--- src/rtl/posit_bridge_pkg.sv ---
// Shared constants and types for the posit operation bridge: register map,
// CTRL/STATUS bit positions and the issue/wait state machine encoding.
package posit_bridge_pkg;

   localparam logic [3:0] ADDR_CTRL   = 4'd8;
   localparam logic [3:0] ADDR_STATUS = 4'd9;
   localparam logic [3:0] ADDR_RESULT = 4'd10;
   localparam logic [3:0] ADDR_FLAGS  = 4'd11;
   localparam logic [3:0] ADDR_COUNT  = 4'd12;

   localparam int CTRL_START      = 0;
   localparam int CTRL_OPCODE_LSB = 4;
   localparam int CTRL_IRQ_EN     = 8;

   localparam int STAT_BUSY    = 0;
   localparam int STAT_DONE    = 1;
   localparam int STAT_TIMEOUT = 2;
   localparam int STAT_OVERRUN = 3;

   typedef enum logic [1:0] {
      IDLE  = 2'd0,
      ISSUE = 2'd1,
      WAIT  = 2'd2
   } bridge_state_e;

endpackage

--- src/rtl/posit_bridge_csr.sv ---
// Avalon-MM register file for the posit bridge: operand/opcode storage,
// sticky status with write-1-to-clear, result capture, 1-cycle read path.
module posit_bridge_csr
   import posit_bridge_pkg::*;
#(
   parameter int WIDTH        = 32,
   parameter int NUM_OPERANDS = 3,
   parameter int OP_W         = 4,
   parameter int FLAG_W       = 4
) (
   input  logic                          clk,
   input  logic                          rst_n,
   input  logic [3:0]                    address,
   input  logic                          read,
   input  logic                          write,
   input  logic [31:0]                   writedata,
   output logic [31:0]                   readdata,
   output logic                          readdatavalid,
   input  logic                          busy,
   input  logic                          done_set,
   input  logic                          timeout_set,
   input  logic [WIDTH-1:0]              res_data,
   input  logic [FLAG_W-1:0]             res_flags,
   output logic                          start,
   output logic [OP_W-1:0]               opcode,
   output logic [NUM_OPERANDS*WIDTH-1:0] operands,
   output logic                          irq
);

   logic [WIDTH-1:0]  operand_q [NUM_OPERANDS];
   logic [OP_W-1:0]   opcode_q;
   logic              irq_en_q;
   logic              done_q;
   logic              timeout_q;
   logic              overrun_q;
   logic [WIDTH-1:0]  result_q;
   logic [FLAG_W-1:0] flags_q;
   logic [31:0]       count_q;
   logic              irq_q;
   logic [31:0]       readdata_q;
   logic              readdatavalid_q;
   logic [31:0]       rd_mux;

   logic wr_ctrl;
   logic wr_status;
   logic start_hit;

   assign wr_ctrl   = write && (address == ADDR_CTRL);
   assign wr_status = write && (address == ADDR_STATUS);
   assign start_hit = wr_ctrl && writedata[CTRL_START];
   assign start     = start_hit && !busy;

   // Operands are frozen for the whole operation so the core sees stable data.
   always_ff @(posedge clk or negedge rst_n) begin
      if (!rst_n) begin
         for (int i = 0; i < NUM_OPERANDS; i++) operand_q[i] <= '0;
      end else if (write && !busy) begin
         for (int i = 0; i < NUM_OPERANDS; i++) begin
            if (address == 4'(i)) operand_q[i] <= writedata[WIDTH-1:0];
         end
      end
   end

   // Sticky status bits: a set event in the same cycle as a clear wins.
   always_ff @(posedge clk or negedge rst_n) begin
      if (!rst_n) begin
         opcode_q  <= '0;
         irq_en_q  <= 1'b0;
         done_q    <= 1'b0;
         timeout_q <= 1'b0;
         overrun_q <= 1'b0;
         result_q  <= '0;
         flags_q   <= '0;
         count_q   <= '0;
         irq_q     <= 1'b0;
      end else begin
         if (wr_ctrl) begin
            irq_en_q <= writedata[CTRL_IRQ_EN];
            if (!busy) opcode_q <= writedata[CTRL_OPCODE_LSB +: OP_W];
         end
         done_q    <= done_set    | (done_q    & ~(wr_status & writedata[STAT_DONE]));
         timeout_q <= timeout_set | (timeout_q & ~(wr_status & writedata[STAT_TIMEOUT]));
         overrun_q <= (start_hit & busy) | (overrun_q & ~(wr_status & writedata[STAT_OVERRUN]));
         if (done_set) begin
            result_q <= res_data;
            flags_q  <= res_flags;
            count_q  <= count_q + 32'd1;
         end
         irq_q <= irq_en_q & (done_q | timeout_q);
      end
   end

   always_comb begin
      rd_mux = '0;
      for (int i = 0; i < NUM_OPERANDS; i++) begin
         if (address == 4'(i)) rd_mux[WIDTH-1:0] = operand_q[i];
      end
      case (address)
         ADDR_CTRL: begin
            rd_mux[CTRL_OPCODE_LSB +: OP_W] = opcode_q;
            rd_mux[CTRL_IRQ_EN]             = irq_en_q;
         end
         ADDR_STATUS: begin
            rd_mux[STAT_BUSY]    = busy;
            rd_mux[STAT_DONE]    = done_q;
            rd_mux[STAT_TIMEOUT] = timeout_q;
            rd_mux[STAT_OVERRUN] = overrun_q;
         end
         ADDR_RESULT: rd_mux[WIDTH-1:0]  = result_q;
         ADDR_FLAGS:  rd_mux[FLAG_W-1:0] = flags_q;
         ADDR_COUNT:  rd_mux             = count_q;
         default: ;
      endcase
   end

   // The mux samples pre-write state, so a read colliding with a write sees the old value.
   always_ff @(posedge clk or negedge rst_n) begin
      if (!rst_n) begin
         readdata_q      <= '0;
         readdatavalid_q <= 1'b0;
      end else begin
         readdatavalid_q <= read;
         if (read) readdata_q <= rd_mux;
      end
   end

   for (genvar g = 0; g < NUM_OPERANDS; g++) begin : g_pack
      assign operands[g*WIDTH +: WIDTH] = operand_q[g];
   end

   assign opcode        = opcode_q;
   assign irq           = irq_q;
   assign readdata      = readdata_q;
   assign readdatavalid = readdatavalid_q;

endmodule

--- src/rtl/posit_op_bridge.sv ---
// CSR bridge between the lightweight H2F bus and the posit core: issues one
// operation at a time, waits for the result under a timeout watchdog.
module posit_op_bridge
   import posit_bridge_pkg::*;
#(
   parameter int WIDTH        = 32,
   parameter int NUM_OPERANDS = 3,
   parameter int OP_W         = 4,
   parameter int FLAG_W       = 4,
   parameter int TIMEOUT      = 1024
) (
   input  logic                          clk_clk,
   input  logic                          reset_reset_n,
   input  logic [3:0]                    avs_address,
   input  logic                          avs_read,
   input  logic                          avs_write,
   input  logic [31:0]                   avs_writedata,
   output logic [31:0]                   avs_readdata,
   output logic                          avs_readdatavalid,
   output logic                          op_valid,
   input  logic                          op_ready,
   output logic [OP_W-1:0]               op_code,
   output logic [NUM_OPERANDS*WIDTH-1:0] op_operands,
   input  logic                          res_valid,
   input  logic [WIDTH-1:0]              res_data,
   input  logic [FLAG_W-1:0]             res_flags,
   output logic                          irq
);

   localparam int              CNT_W    = $clog2(TIMEOUT);
   localparam logic [CNT_W-1:0] CNT_LAST = CNT_W'(TIMEOUT - 1);

   bridge_state_e    state_q;
   bridge_state_e    state_d;
   logic [CNT_W-1:0] cnt_q;
   logic [CNT_W-1:0] cnt_d;
   logic             start;
   logic             busy;
   logic             done_set;
   logic             timeout_set;

   always_ff @(posedge clk_clk or negedge reset_reset_n) begin
      if (!reset_reset_n) begin
         state_q <= IDLE;
         cnt_q   <= '0;
      end else begin
         state_q <= state_d;
         cnt_q   <= cnt_d;
      end
   end

   // Handshake valid/ready: op_valid rises on an accepted START and holds,
   // with op_code/op_operands frozen, until the cycle op_ready is seen high.
   always_comb begin
      state_d     = state_q;
      cnt_d       = cnt_q;
      done_set    = 1'b0;
      timeout_set = 1'b0;
      case (state_q)
         IDLE: begin
            if (start) state_d = ISSUE;
         end
         ISSUE: begin
            if (op_ready) begin
               state_d = WAIT;
               cnt_d   = '0;
            end
         end
         WAIT: begin
            cnt_d = cnt_q + CNT_W'(1);
            // A result arriving on the expiry cycle takes priority over the watchdog.
            if (res_valid) begin
               done_set = 1'b1;
               state_d  = IDLE;
            end else if (cnt_q == CNT_LAST) begin
               timeout_set = 1'b1;
               state_d     = IDLE;
            end
         end
         default: state_d = IDLE;
      endcase
   end

   assign busy     = (state_q != IDLE);
   assign op_valid = (state_q == ISSUE);

   posit_bridge_csr #(
      .WIDTH        (WIDTH),
      .NUM_OPERANDS (NUM_OPERANDS),
      .OP_W         (OP_W),
      .FLAG_W       (FLAG_W)
   ) u_csr (
      .clk           (clk_clk),
      .rst_n         (reset_reset_n),
      .address       (avs_address),
      .read          (avs_read),
      .write         (avs_write),
      .writedata     (avs_writedata),
      .readdata      (avs_readdata),
      .readdatavalid (avs_readdatavalid),
      .busy          (busy),
      .done_set      (done_set),
      .timeout_set   (timeout_set),
      .res_data      (res_data),
      .res_flags     (res_flags),
      .start         (start),
      .opcode        (op_code),
      .operands      (op_operands),
      .irq           (irq)
   );

endmodule
--- config.mk ---
export PLATFORM = sky130hd
export DESIGN_NAME = posit_op_bridge
export DESIGN_NICKNAME = d
export VERILOG_FILES = /design/src/rtl/posit_bridge_pkg.sv /design/src/rtl/posit_bridge_csr.sv /design/src/rtl/posit_op_bridge.sv
export SDC_FILE = /design/constraint.sdc
export NUM_CORES = 1
export LEC_CHECK = 0
export CAP_MARGIN = 20
export CORE_ASPECT_RATIO = 1.4
export CORE_UTILIZATION = 46
export DETAILED_ROUTE_END_ITERATION = 8
export GPL_TIMING_DRIVEN = 0
export PLACE_DENSITY = 0.77
export SLEW_MARGIN = 0
export SYNTH_ARGS = -nofsm -noshare
export SYNTH_HDL_FRONTEND = slang
export SYNTH_SLANG_ARGS = --single-unit
--- constraint.sdc ---
create_clock -name clk_clk -period 1.8 [get_ports clk_clk]
set_input_delay 0.18 -clock clk_clk [delete_from_list [all_inputs] [get_ports clk_clk]]
set_output_delay 0.18 -clock clk_clk [all_outputs]
set_load 0.005 [all_outputs]
# Word level (Yosys, flattened, before mapping)

Cells that the tools add are included.

Register bits: 218
Output and inout port bits: 135
Word-level logic and storage cells: 81

Add/sub/neg operators: 2
Equal/unequal tests: 13
Mux-type cells: 18
Bitwise gates (word level): 16
Reduce and logical (&&, ||, !) cells: 16

Operators with widths:

| operator                                                        | count |
|---|---|
| 32-bit two-way mux                                              | 3 |
| 23-bit case mux with 2 select lines                             | 1 |
| 32-bit by 1-bit adder with 32-bit output, second input constant | 1 |
| 4-bit == test, second input constant                            | 5 |
| 10-bit case mux with 2 select lines                             | 1 |
| 4-bit case mux with 4 select lines                              | 1 |
| 5-bit case mux with 3 select lines                              | 1 |
| 10-bit by 1-bit adder with 10-bit output, second input constant | 1 |
| 10-bit == test, second input constant                           | 1 |
| 10-bit two-way mux                                              | 1 |
| 2-bit AND reduction                                             | 5 |
| 1-bit bitwise AND                                               | 8 |
| 2-bit two-way mux                                               | 4 |
| 2-bit case mux with 3 select lines                              | 1 |
| 1-bit logical AND                                               | 5 |
| 1-bit two-way mux                                               | 5 |
| 4-bit by 1-bit == test with 1-bit output, second input constant | 1 |
| 4-bit by 2-bit == test with 1-bit output, second input constant | 1 |
| 4-bit zero test                                                 | 1 |
| 1-bit NOT                                                       | 4 |
| 1-bit OR                                                        | 4 |
| 2-bit nonzero test                                              | 2 |
| 3-bit inequality test, second input constant                    | 1 |
| 3-bit AND reduction                                             | 1 |
| 6 further kinds                                                 | 6 |

# Longest topological paths before layout

Gate-level depths: netlist (run 1).

Depth after elaboration: 6
Mapped depth: 7

# Cells and area by module

From an unflattened synthesis (run 1), not the netlist that was laid out.

Cells, all modules: 812
Area, all modules: 9884.5 um2

By module, submodules not included:

| module           | times used | cells an instance | area each (um2) | seq. area each (um2) |
|---|---|---|---|---|
| posit_bridge_csr | 1          | 744               | 9231.4          | 5154.9 |
| posit_op_bridge  | 1          | 68                | 653.1           | 300.3 |

# Least setup slack after synthesis (run 1)

No wires, ideal clock.

Path kind: register -> register
Start point: reg u_csr.count_q[0]
End point: reg u_csr.count_q[28]
Arrival time: 1.545 ns
Setup slack: 0.176 ns
Stages on the path, launching flop included: 6
Period minus slack after synthesis: 1.624 ns
Cells stage by stage: dfrtp_1 > ha_1 > nand3_1 > or4_4 > nor4_4 > xor2_1

Word-level cells in the longest chain between the ends: 1

RTL lines:

| item                                     | RTL line               | text |
|---|---|---|
| start, declared                          | posit_bridge_csr.sv:38 | `logic [31:0] count_q;` |
| start signal, assigned                   | posit_bridge_csr.sv:87 | `count_q <= count_q + 32'd1;` |
| 32-bit by 1-bit adder with 32-bit output | posit_bridge_csr.sv:87 |  |

Every way passes these cells.
A chain may end at the register's enable or synchronous reset.

# Worst setup path after layout (run 1)

Start point: reg state_q[1]
End point: reg u_csr.operand_q, in the netlist u_csr.operands[7]

Word-level cells in the longest chain between the ends: 4

RTL lines:

| item                          | RTL line               | text |
|---|---|---|
| start, declared               | posit_op_bridge.sv:33  | `bridge_state_e state_q;` |
| start signal, assigned        | posit_op_bridge.sv:47  | `state_q <= state_d;` |
| 2-bit nonzero test            | posit_op_bridge.sv:84  | `assign busy = (state_q != IDLE);` |
| 1-bit zero test               | posit_bridge_csr.sv:57 | `end else if (write && !busy) begin` |
| 1-bit logical AND             | posit_bridge_csr.sv:57 |  |
| 2-bit AND reduction (no line) | n/a                    |  |
| end signal, assigned by index | posit_bridge_csr.sv:59 | `if (address == 4'(i)) operand_q[i] <= writedata[WIDTH-1:0];` |
| end, declared                 | posit_bridge_csr.sv:30 | `logic [WIDTH-1:0] operand_q [NUM_OPERANDS];` |

Every way passes these cells.

==> metrics.yaml, run 1 <==
placed_cells: 1304
die_area_um2: 21720
drv_cap: 0
seqCellArea_um2: 5463
gp_congestion: 0.8986
critPathMaxFanout: 10
h-tree-depth: 1
path_cells: "nor2_2 > nand4_1 > clkbuf_4 > mux2_1"
crit_slowest_cell: "dfrtp_2"
postSynthCellCount: 836
cp_data_required_time_ns: 2.18
holdWs_ns: 0.1477
die_h_um: 174.0
fillers: 1662
multiInputGateArea_um2: 4098
avgRoutedWirePerCell_um: 20.66
synth_area_um2: 9719
seqPwrFrac_pct: 46.0
instances_no_fill: 1352
crit_family: "flip-flops"
cts.sinks: 218
hold_path_class: "in -> reg"
grt_pass1_wl_mm: 44.36
clk_pin_slew_ns: 0.06
worstMarginPinSlew_ns: 0.8324
antennaDiodeCount: 0
antenna_found_initial: 0
p_int_w: 0.01056
drc: 34
synth_area_leaders: "dfrtp_1 56%, mux2_2 12%, nand2_1 5.4%"
switching_power_w: 0.003781
io_buffer_count: 211
crit_buf_inv: 1
rows: 62
fmax_ghz: 0.5734
vias: 7729
period_minus_slack_ns: 1.744
status: "finished, violations left"
io_pins: 213
dr.pass1.iters: 8
initial_core_util_pct: 47.10
grt_pass1_vias: 8054
drive_gt1_share_pct: 19.43
synth_cell_type_count: 51
clk_latency_ns: 0.50
drtAntennaViolNets: 0
yosys.area.top_type: "dfrtp_1"
synth_warnings: 0
clock_power_share_pct: 32.2
fin_worst_skew_ns: 0.01208
coreArea_um2: 20630
wirelength_mm: 27.93
rsz0062_at_grt: "no"
grt_max_degree: 111
track_usage_pct: 26.05
numCtsBuffers: 22
synth_edf_count: 0
endpoint_kind: "register"
pwr-share-comb_pct: 21.8
max_stage_delay_ns: 0.49
switching_share_pct: 26.37
post-dp-hpwl_mm: 19.58
drt_iter0_markers: 685
synth_top_area_share_pct: 56.13
viasPerCell: 5.717
path_class: "reg -> reg"
p_total_w: 0.01434
leakage_nw: 5.832
startpoint_type: "register"
setup_viol: 0
seq_area_frac_synth_pct: 56.13
p_per_area_nw_per_um2: 1094
cts_tree: "done"
dp_worst_setup_slack_ns: -0.8322
synth_flop_cell: "dfrtp_1"
ys_seq_elements: 218
setup_slack_ns: 0.05598
syn_avg_cell_area_um2: 11.63
hold_violations: 0
area_growth_pct: 34.82
cts_root_buffer: "clkbuf_16"
relSlewSlack_pct: 44.51
final_nets: 1163
worstPathArrival_ns: 2.12
grt-ovfl-total: 0
violations: "DRC"
period_share_pct: 96.89
clockBufferDepth: 3
synthArstFlopShare_pct: 100.0
synth_nets: 916
die_x_um: 124.9
ir_drop_mv: 0.7831
timing.final.max_slew_violations: 0
state kept, by name (all words and copies together), names as in the netlist:
signal / count
u_csr.result_q: 32
u_csr.irq: 1
u_csr.readdata: 32
u_csr.irq_en_q: 1
u_csr.done_q: 1
cnt_q: 10
state_q: 2
u_csr.overrun_q: 1
u_csr.opcode: 4
u_csr.operands: 96
u_csr.flags_q: 4
u_csr.readdatavalid: 1
u_csr.count_q: 32
u_csr.timeout_q: 1
cells in the mapped netlist (4+ instances only):
master	instances
buf_2	19
nand3_1	15
a222oi_1	28
xor2_1	11
o211ai_1	4
nand4_1	13
mux2_1	6
xnor2_1	20
clkbuf_1	30
nor3_1	4
o2bb2ai_1	29
nand2_1	139
mux2_2	104
mux2i_1	29
nor2b_1	6
inv_1	4
and4_1	5
and3_1	6
o21ai_0	12
a21oi_1	35
dfrtp_1	218
nor2_1	48
and2_1	4
area by class of cell:
| type | count | area share (%) |
|---|---|---|
| plain buffers | 51 | 1.919 |
| clock buffers | 32 | 4.879 |
| clock inverters | 5 | 0.5729 |
| inverters | 4 | 0.1146 |
| multi-input cells | 562 | 31.27 |
| flip-flops and latches | 218 | 41.69 |
| well taps | 256 | 2.444 |
| repair buffers | 224 | 17.11 |
power by group through the flow:
stage	clock, W	combinational, W	sequential [W]
final	0.00462	0.00313	0.00659
after global routing	0.00488	0.00341	0.00671
after CTS	0.00471	0.00314	0.00658
after detailed placement	0	0.00312	0.00664
after global placement	0	0.00303	0.00662
after floorplan	0	0.00125	0.00652
worst register-to-register path, delay by kind of cell, from the launching register on:
kind                   cells  cell delay, ns
and+or+nand+nor            2            0.49
buffers and inverters      1            0.29
muxes                      1            0.35
DFF                        1            0.49
cell families (layout without fill, tap and decap cells):
group	after synthesis	after routing	share of synthesized area (%)
mux	139	139	15.73
fa+ha+maj	2	2	0.2574
flops	218	218	56.13
simple gates	263	263	12.89
buf+inv	56	316	2.420
compound gates	127	127	9.784
xor+xnor	31	31	2.794
placed cells by master (no fill, tap or decap), types with 3 or more instances in the layout:
| cell type | synthesis | routed |
|---|---|---|
| dfrtp_1 | 218 | 212 |
| clkdlybuf4s50_1 | 0 | 208 |
| nand2_1 | 139 | 139 |
| mux2_2 | 104 | 104 |
| nor2_1 | 48 | 46 |
| a21oi_1 | 35 | 35 |
| o2bb2ai_1 | 29 | 29 |
| mux2i_1 | 29 | 29 |
| a222oi_1 | 28 | 28 |
| clkbuf_16 | 0 | 23 |
| clkbuf_1 | 30 | 21 |
| xnor2_1 | 20 | 20 |
| buf_2 | 19 | 17 |
| nand3_1 | 15 | 14 |
| clkbuf_2 | 1 | 13 |
| nand4_1 | 13 | 13 |
| o21ai_0 | 12 | 12 |
| buf_4 | 0 | 11 |
| xor2_1 | 11 | 11 |
| and3_1 | 6 | 6 |
| mux2_1 | 6 | 6 |
| dfrtp_2 | 0 | 6 |
| and4_1 | 5 | 5 |
| clkbuf_4 | 0 | 5 |
| nor3_2 | 3 | 5 |
| o211ai_1 | 4 | 4 |
| inv_1 | 4 | 4 |
| nor2b_1 | 6 | 3 |
| nand2b_1 | 3 | 3 |
| and2_1 | 4 | 3 |
| a211o_1 | 3 | 3 |
| a22oi_1 | 3 | 3 |
| o22a_1 | 3 | 3 |
| nor4_4 | 2 | 3 |
| clkbuf_8 | 0 | 3 |
| clkinv_2 | 0 | 3 |
what timing repair did:
action,4_1_cts,5_1_grt
pin swaps,6,5
resized for setup,25,26
hold buffers,1,0
setup buffers,7,4
endpoints found under the setup margin,170,117
hold endpoints to repair,108,0
metrics by stage:
stage / area (um^2) / setup TNS, ns / utilization [%]
floorplan: 9719 / 0 / -
global placement: 12150 / -1951.44 / 58.89
detailed placement: 12180 / -78.74 / 59.05
CTS: 13020 / 0 / 63.07
global route: 13100 / 0 / 63.50
finish: 13100 / 0 / 63.50
metal layers:
metal	vias to the layer above	GRT usage, %	share of wire [%]
li1	3489	-	-
met1	3915	32.26	40
met2	279	46.32	51
met3	46	4.771	6.4
met4	0	7.622	2.3
met5	-	0	0
path summary, 6_finish.rpt:
path                       slack, ns  cells past startpoint                     startpoint                        endpoint
setup / recovery                0.06                      4         state_q[1]$_DFFE_PN0P_   u_csr.operands[7]$_DFFE_PN0P_
hold / removal                  0.15                      1                       avs_read   u_csr.readdatavalid$_DFF_PN0_
setup reg to reg                0.06                      4         state_q[1]$_DFFE_PN0P_   u_csr.operands[7]$_DFFE_PN0P_
hold reg to reg                 0.47                      2  u_csr.result_q[5]$_DFFE_PN0P_   u_csr.result_q[5]$_DFFE_PN0P_
max in group asynchronous       0.45                      3                  reset_reset_n   u_csr.count_q[27]$_DFFE_PN0P_
min in group asynchronous       0.33                      2                  reset_reset_n  u_csr.operands[71]$_DFFE_PN0P_
Power figures use the tool's default switching activity.
==> run 2, diff against run 1 <==
--- a/config.mk
+++ b/config.mk
@@ -7,10 +7,11 @@
 export LEC_CHECK = 0
 export CAP_MARGIN = 20
 export CORE_ASPECT_RATIO = 1.4
-export CORE_UTILIZATION = 46
+export CORE_UTILIZATION = 52
+export CTS_CLUSTER_SIZE = 20
 export DETAILED_ROUTE_END_ITERATION = 8
 export GPL_TIMING_DRIVEN = 0
-export PLACE_DENSITY = 0.77
+export PLACE_DENSITY = 0.82
 export SLEW_MARGIN = 0
 export SYNTH_ARGS = -nofsm -noshare
 export SYNTH_HDL_FRONTEND = slang
==> constraint.sdc (replaced) <==
create_clock -name clk_clk -period 2.2 [get_ports clk_clk]
set_input_delay 0.22 -clock clk_clk [delete_from_list [all_inputs] [get_ports clk_clk]]
set_output_delay 0.22 -clock clk_clk [all_outputs]
set_load 0.005 [all_outputs]
==> metrics.yaml, run 2 (same netlist as run 1, synthesis figures left out) <==
largest_register_ff_count: 96
endpoint_kind: "register"
viasPerCell: 5.833
worst-r2r-setup-slack_ns: 0.17
status: "finished clean"
die_x_um: 117.5
io_buffer_count: 211
post-dp-hpwl_mm: 19.19
drt_iter0_markers: 707
p_total_w: 0.01165
rows: 58
period_minus_slack_ns: 2.033
die_area_um2: 19250
gp_congestion: 0.8408
drtAntennaViolNets: 0
critPathMaxFanout: 10
cts.sinks: 218
worstHoldEndpoint: "u_csr.readdatavalid$_DFF_PN0_"
layout_commonest_cell: "dfrtp_1"
numCtsBuffers: 22
ir_drop_mv: 0.6646
drv_cap: 0
grt_pass1_wl_mm: 43.07
worstHoldStart: "avs_read"
r2r-start: "state_q[1]$_DFFE_PN0P_"
crit_buf_inv: 1
instances_no_fill: 1327
placed_area_um2: 12160
coreArea_um2: 18140
path_class: "reg -> reg"
die_h_um: 163.8
relSlewSlack_pct: 47.04
path_cells: "nor2_1 > nand4_1 > buf_2 > mux2_2"
p_per_area_nw_per_um2: 902.9
initial_core_util_pct: 53.57
cp_data_required_time_ns: 2.58
grt_max_degree: 121
leakage_nw: 5.702
io_pins: 213
cts_root_buffer: "clkbuf_16"
whs_path_depth: 1
drc: 0
clk_latency_ns: 0.50
crit_slowest_cell: "dfrtp_1"
grt_pass1_vias: 7995
fin_util_pct: 71.13
wirelength_mm: 27.27
hold_path_class: "in -> reg"
period_share_pct: 92.40
placed_cells: 1288
fin_worst_skew_ns: 0.01197
final_nets: 1153
final_cell_mix: "218 x dfrtp_1, 210 x clkdlybuf4s50_1, 139 x nand2_1"
cts_tree: "done"
track_usage_pct: 28.64
area_growth_pct: 32.78
worstMarginPinSlew_ns: 0.7879
h-tree-depth: 1
dr.pass1.iters: 5
timing.final.max_slew_violations: 0
fmax_ghz: 0.4919
startpoint_type: "register"
crit_family: "simple AND/OR/NAND/NOR gates"
drive_gt1_share_pct: 16.28
r2r_end: "u_csr.operands[59]$_DFFE_PN0P_"
grt-ovfl-total: 0
clk_pin_slew_ns: 0.06
avgRoutedWirePerCell_um: 20.55
reg2reg_depth: 4
antennaDiodeCount: 0
vias: 7740
clockBufferDepth: 3
cts_setup_buffers: 0
antenna_found_initial: 0
final_area_um2: 12900
hold_violations: 0
max_stage_delay_ns: 0.48
setup_viol: 0
rsz0062_at_grt: "no"
worstPathArrival_ns: 2.41
==> run 2: changes by cell type in the layout (fill, tap and decap cells not counted), sizes merged <==
cell,previous run,this run
dlymetal6s2s,1,0
clkbuf,65,62
bufinv,2,1
clkdlybuf4s50,208,210
clkinvlp,0,2
buf,31,23
clkinv,3,4
dlygate4sd2,1,0
==> run 2: what timing repair did <==
| action | CTS | global route |
|---|---|---|
| endpoints found under the hold margin | 98 | 0 |
| resized for setup | 0 | 7 |
| setup endpoints to repair | 0 | 11 |
| hold buffers | 1 | 0 |
==> run 2: final cells by class <==
cell class              instances  area, um^2
clock inverters                 7       65.06
flip-flops and latches        218        5455
well taps                     240       300.3
plain buffers                  52       224.0
inverters                       4       15.01
fillers                      1358        5238
multi-input cells             562        4035
repair buffers                213        2155
clock buffers                  31       655.6
==> run 2: worst max path at each step <==
stage / from / endpoint / slack, ns / cells past startpoint
6_report: state_q[1]$_DFFE_PN0P_ / u_csr.operands[59]$_DFFE_PN0P_ / 0.17 / 4
5_1_grt: avs_address[0] / u_csr.operands[45]$_DFFE_PN0P_ / 0.01 / 6
4_1_cts: avs_address[0] / u_csr.readdata[20]$_DFFE_PN0P_ / 0.09 / 6
3_5_place_dp: avs_address[0] / u_csr.readdata[20]$_DFFE_PN0P_ / -0.40 / 6
3_3_place_gp: reset_reset_n / u_csr.operands[88]$_DFFE_PN0P_ / -8.15 / 1
2_1_floorplan: avs_address[1] / u_csr.readdata[16]$_DFFE_PN0P_ / 0.56 / 7
==> run 2: per-layer routing <==
layer	up-vias	track usage (%)	part of all wire, %
met5	-	0	0
met4	0	10.55	3.2
met3	51	5.174	7.1
met2	319	51.29	52
met1	3881	34.57	38
li1	3489	-	-
==> run 2: where the power goes <==
group / total [W] / internal, W / switching, W
Clock: 0.00371 / 0.00219 / 0.00152
Combinational: 0.00256 / 0.00161 / 0.000952
Sequential: 0.00538 / 0.00478 / 0.000603
Total: 0.0117 / 0.00857 / 0.00308
==> run 2: metrics by stage <==
stage,setup slack [ns],hold WS [ns],TNS [ns]
2_1_floorplan,0.5632,-0.07559,0
3_3_place_gp,-8.150,0.4552,-1791.90
3_5_place_dp,-0.4024,0.3058,-16.94
4_1_cts,0.08678,0.1776,0
5_1_grt,0.01169,0.1934,0
6_report,0.1671,0.1918,0
==> run 2: worst reg2reg max path: stages, from the launching register on <==
cell and delay, ns:
dfrtp_1 0.48, nor2_1 0.37, nand4_1 0.38, buf_2 0.37
mux2_2 0.32
==> run 3, diff against run 2 <==
--- a/config.mk
+++ b/config.mk
@@ -10,7 +10,6 @@
 export CORE_UTILIZATION = 52
 export CTS_CLUSTER_SIZE = 20
 export DETAILED_ROUTE_END_ITERATION = 8
-export GPL_TIMING_DRIVEN = 0
 export PLACE_DENSITY = 0.82
 export SLEW_MARGIN = 0
 export SYNTH_ARGS = -nofsm -noshare
==> metrics.yaml, run 3 (same netlist as run 1, synthesis figures left out) <==
status: "finished clean"
period_minus_slack_ns: 1.975
largest_register_ff_count: 96
clk_pin_slew_ns: 0.06
leakage_nw: 5.807
timing.final.max_slew_violations: 0
post-dp-hpwl_mm: 18.43
cp_data_required_time_ns: 1.98
drt_iter0_markers: 526
clk_latency_ns: 0.51
whs_path_depth: 1
p_int_w: 0.008886
hold_violations: 0
rows: 58
antennaDiodeCount: 0
worstMarginPinSlew_ns: 0.6181
switching_power_w: 0.003102
postCtsHoldBufs: 1
layout_commonest_cell: "dfrtp_1"
die_x_um: 117.5
reg2reg_depth: 5
track_usage_pct: 28.22
fillers: 1317
hold_path_class: "in -> reg"
setup_tns_ns: 0
gp_congestion: 0.7929
startpoint_type: "register"
numCtsBuffers: 22
io_pins: 213
cts_root_buffer: "clkbuf_16"
cts_tree: "done"
drc: 0
setup_viol: 0
clockBufferDepth: 3
worst-r2r-setup-slack_ns: 0.30
max_stage_delay_ns: 0.54
die_h_um: 163.8
die_area_um2: 19250
grt_pass1_wl_mm: 42.87
worstHoldStart: "avs_read"
h-tree-depth: 1
path_class: "reg -> out"
multiInputGateArea_um2: 4055
fin_worst_skew_ns: 0.01448
period_share_pct: 89.76
seqCellArea_um2: 5455
pwr-share-comb_pct: 21.5
worstHoldEndpoint: "u_csr.readdatavalid$_DFF_PN0_"
relSlewSlack_pct: 58.79
area_growth_pct: 34.31
seqPwrFrac_pct: 44.7
clock_power_share_pct: 33.8
rsz0062_at_grt: "no"
final_nets: 1132
cts.sinks: 218
drv_cap: 0
r2r-start: "u_csr.count_q[0]$_DFFE_PN0P_"
io_buffer_count: 212
drtAntennaViolNets: 0
cts_setup_buffers: 0
wirelength_mm: 26.45
holdWs_ns: 0.1669
p_per_area_nw_per_um2: 918.4
avgRoutedWirePerCell_um: 20.22
antenna_found_initial: 0
critPathMaxFanout: 7
coreArea_um2: 18140
worstPathArrival_ns: 1.75
fmax_ghz: 0.5064
endpoint_kind: "output pin"
fin_util_pct: 71.95
switching_share_pct: 25.88
grt_pass1_vias: 8052
ir_drop_mv: 0.7021
path_cells: "nor2b_1 > clkdlybuf4s50_1"
r2r_end: "u_csr.count_q[30]$_DFFE_PN0P_"
crit_slowest_cell: "clkdlybuf4s50_1"
final_cell_mix: "218 x dfrtp_1, 208 x clkdlybuf4s50_1, 139 x nand2_1"
grt-ovfl-total: 0
viasPerCell: 5.800
vias: 7586
grt_max_degree: 65
cts-resized-gates: 0
drive_gt1_share_pct: 17.98
initial_core_util_pct: 53.57
dr.pass1.iters: 7
## run 3: cell types whose count changed in the layout (fill, tap and decap cells not counted), moves of 2 or more
cell	before	now
clkbuf_1	30	3
buf_4	0	24
buf_2	19	3
buf_12	0	7
clkbuf_2	4	0
bufinv_16	1	4
buf_1	2	0
clkbuf_8	5	3
clkdlybuf4s50_1	210	208
clkinv_2	4	6
## run 3: area by class of cell
class	instances	share of cell area, %
well taps	240	2.300
multi-input cells	562	31.06
inverters	4	0.1150
clock buffers	29	4.812
clock inverters	11	1.208
repair buffers	244	18.71
flip-flops and latches	218	41.79
## run 3: critical path, delay by kind of cell, from the launching register on
kind | cells | cell delay, ns
buf+inv | 1 | 0.54
flops | 1 | 0.47
simple gates | 1 | 0.25
## run 3: power groups by stage
| stage | Combinational, W | Sequential [W] | Clock, W |
|---|---|---|---|
| global placement | 0.00251 | 0.00539 | 0 |
| floorplan | 0.00102 | 0.00533 | 0 |
| CTS | 0.00261 | 0.00536 | 0.00408 |
| global route | 0.00281 | 0.00547 | 0.00426 |
| finish | 0.00258 | 0.00536 | 0.00405 |
| detailed placement | 0.00258 | 0.00542 | 0 |
## run 3: metrics by stage
step           instance area, um^2  total power, W  instances  setup slack [ns]
5_1_grt                      13050         0.01253       1308            0.1412
6_report                     13050         0.01199       1308            0.2252
3_3_place_gp                 12260        0.007897       1267            0.1379
3_5_place_dp                 12260        0.007993       1267           0.08717
2_1_floorplan                 9719        0.006352        836            0.5632
4_1_cts                      13050         0.01205       1308            0.2229
## run 3: worst max path at each step
stage                                 from                             end  slack [ns]  cells past startpoint
floorplan                   avs_address[1]  u_csr.readdata[16]$_DFFE_PN0P_        0.56                      7
global placement                 res_valid   u_csr.count_q[25]$_DFFE_PN0P_        0.14                      5
detailed placement               res_valid    u_csr.count_q[8]$_DFFE_PN0P_        0.09                      6
CTS                 state_q[0]$_DFFE_PN0P_                        op_valid        0.22                      2
global route        state_q[0]$_DFFE_PN0P_                        op_valid        0.14                      2
finish              state_q[0]$_DFFE_PN0P_                        op_valid        0.23                      2
## run 3: layer usage
| metal | global-route usage (%) | up-vias | part of all wire, % | wire, um |
|---|---|---|---|---|
| met5 | 0 | - | 0 | 0 |
| met4 | 8.450 | 0 | 1.6 | 429 |
| met3 | 4.722 | 33 | 6.5 | 1729 |
| met2 | 51.64 | 300 | 53 | 14130 |
| met1 | 34.13 | 3816 | 38 | 10160 |
| li1 | - | 3437 | - | - |
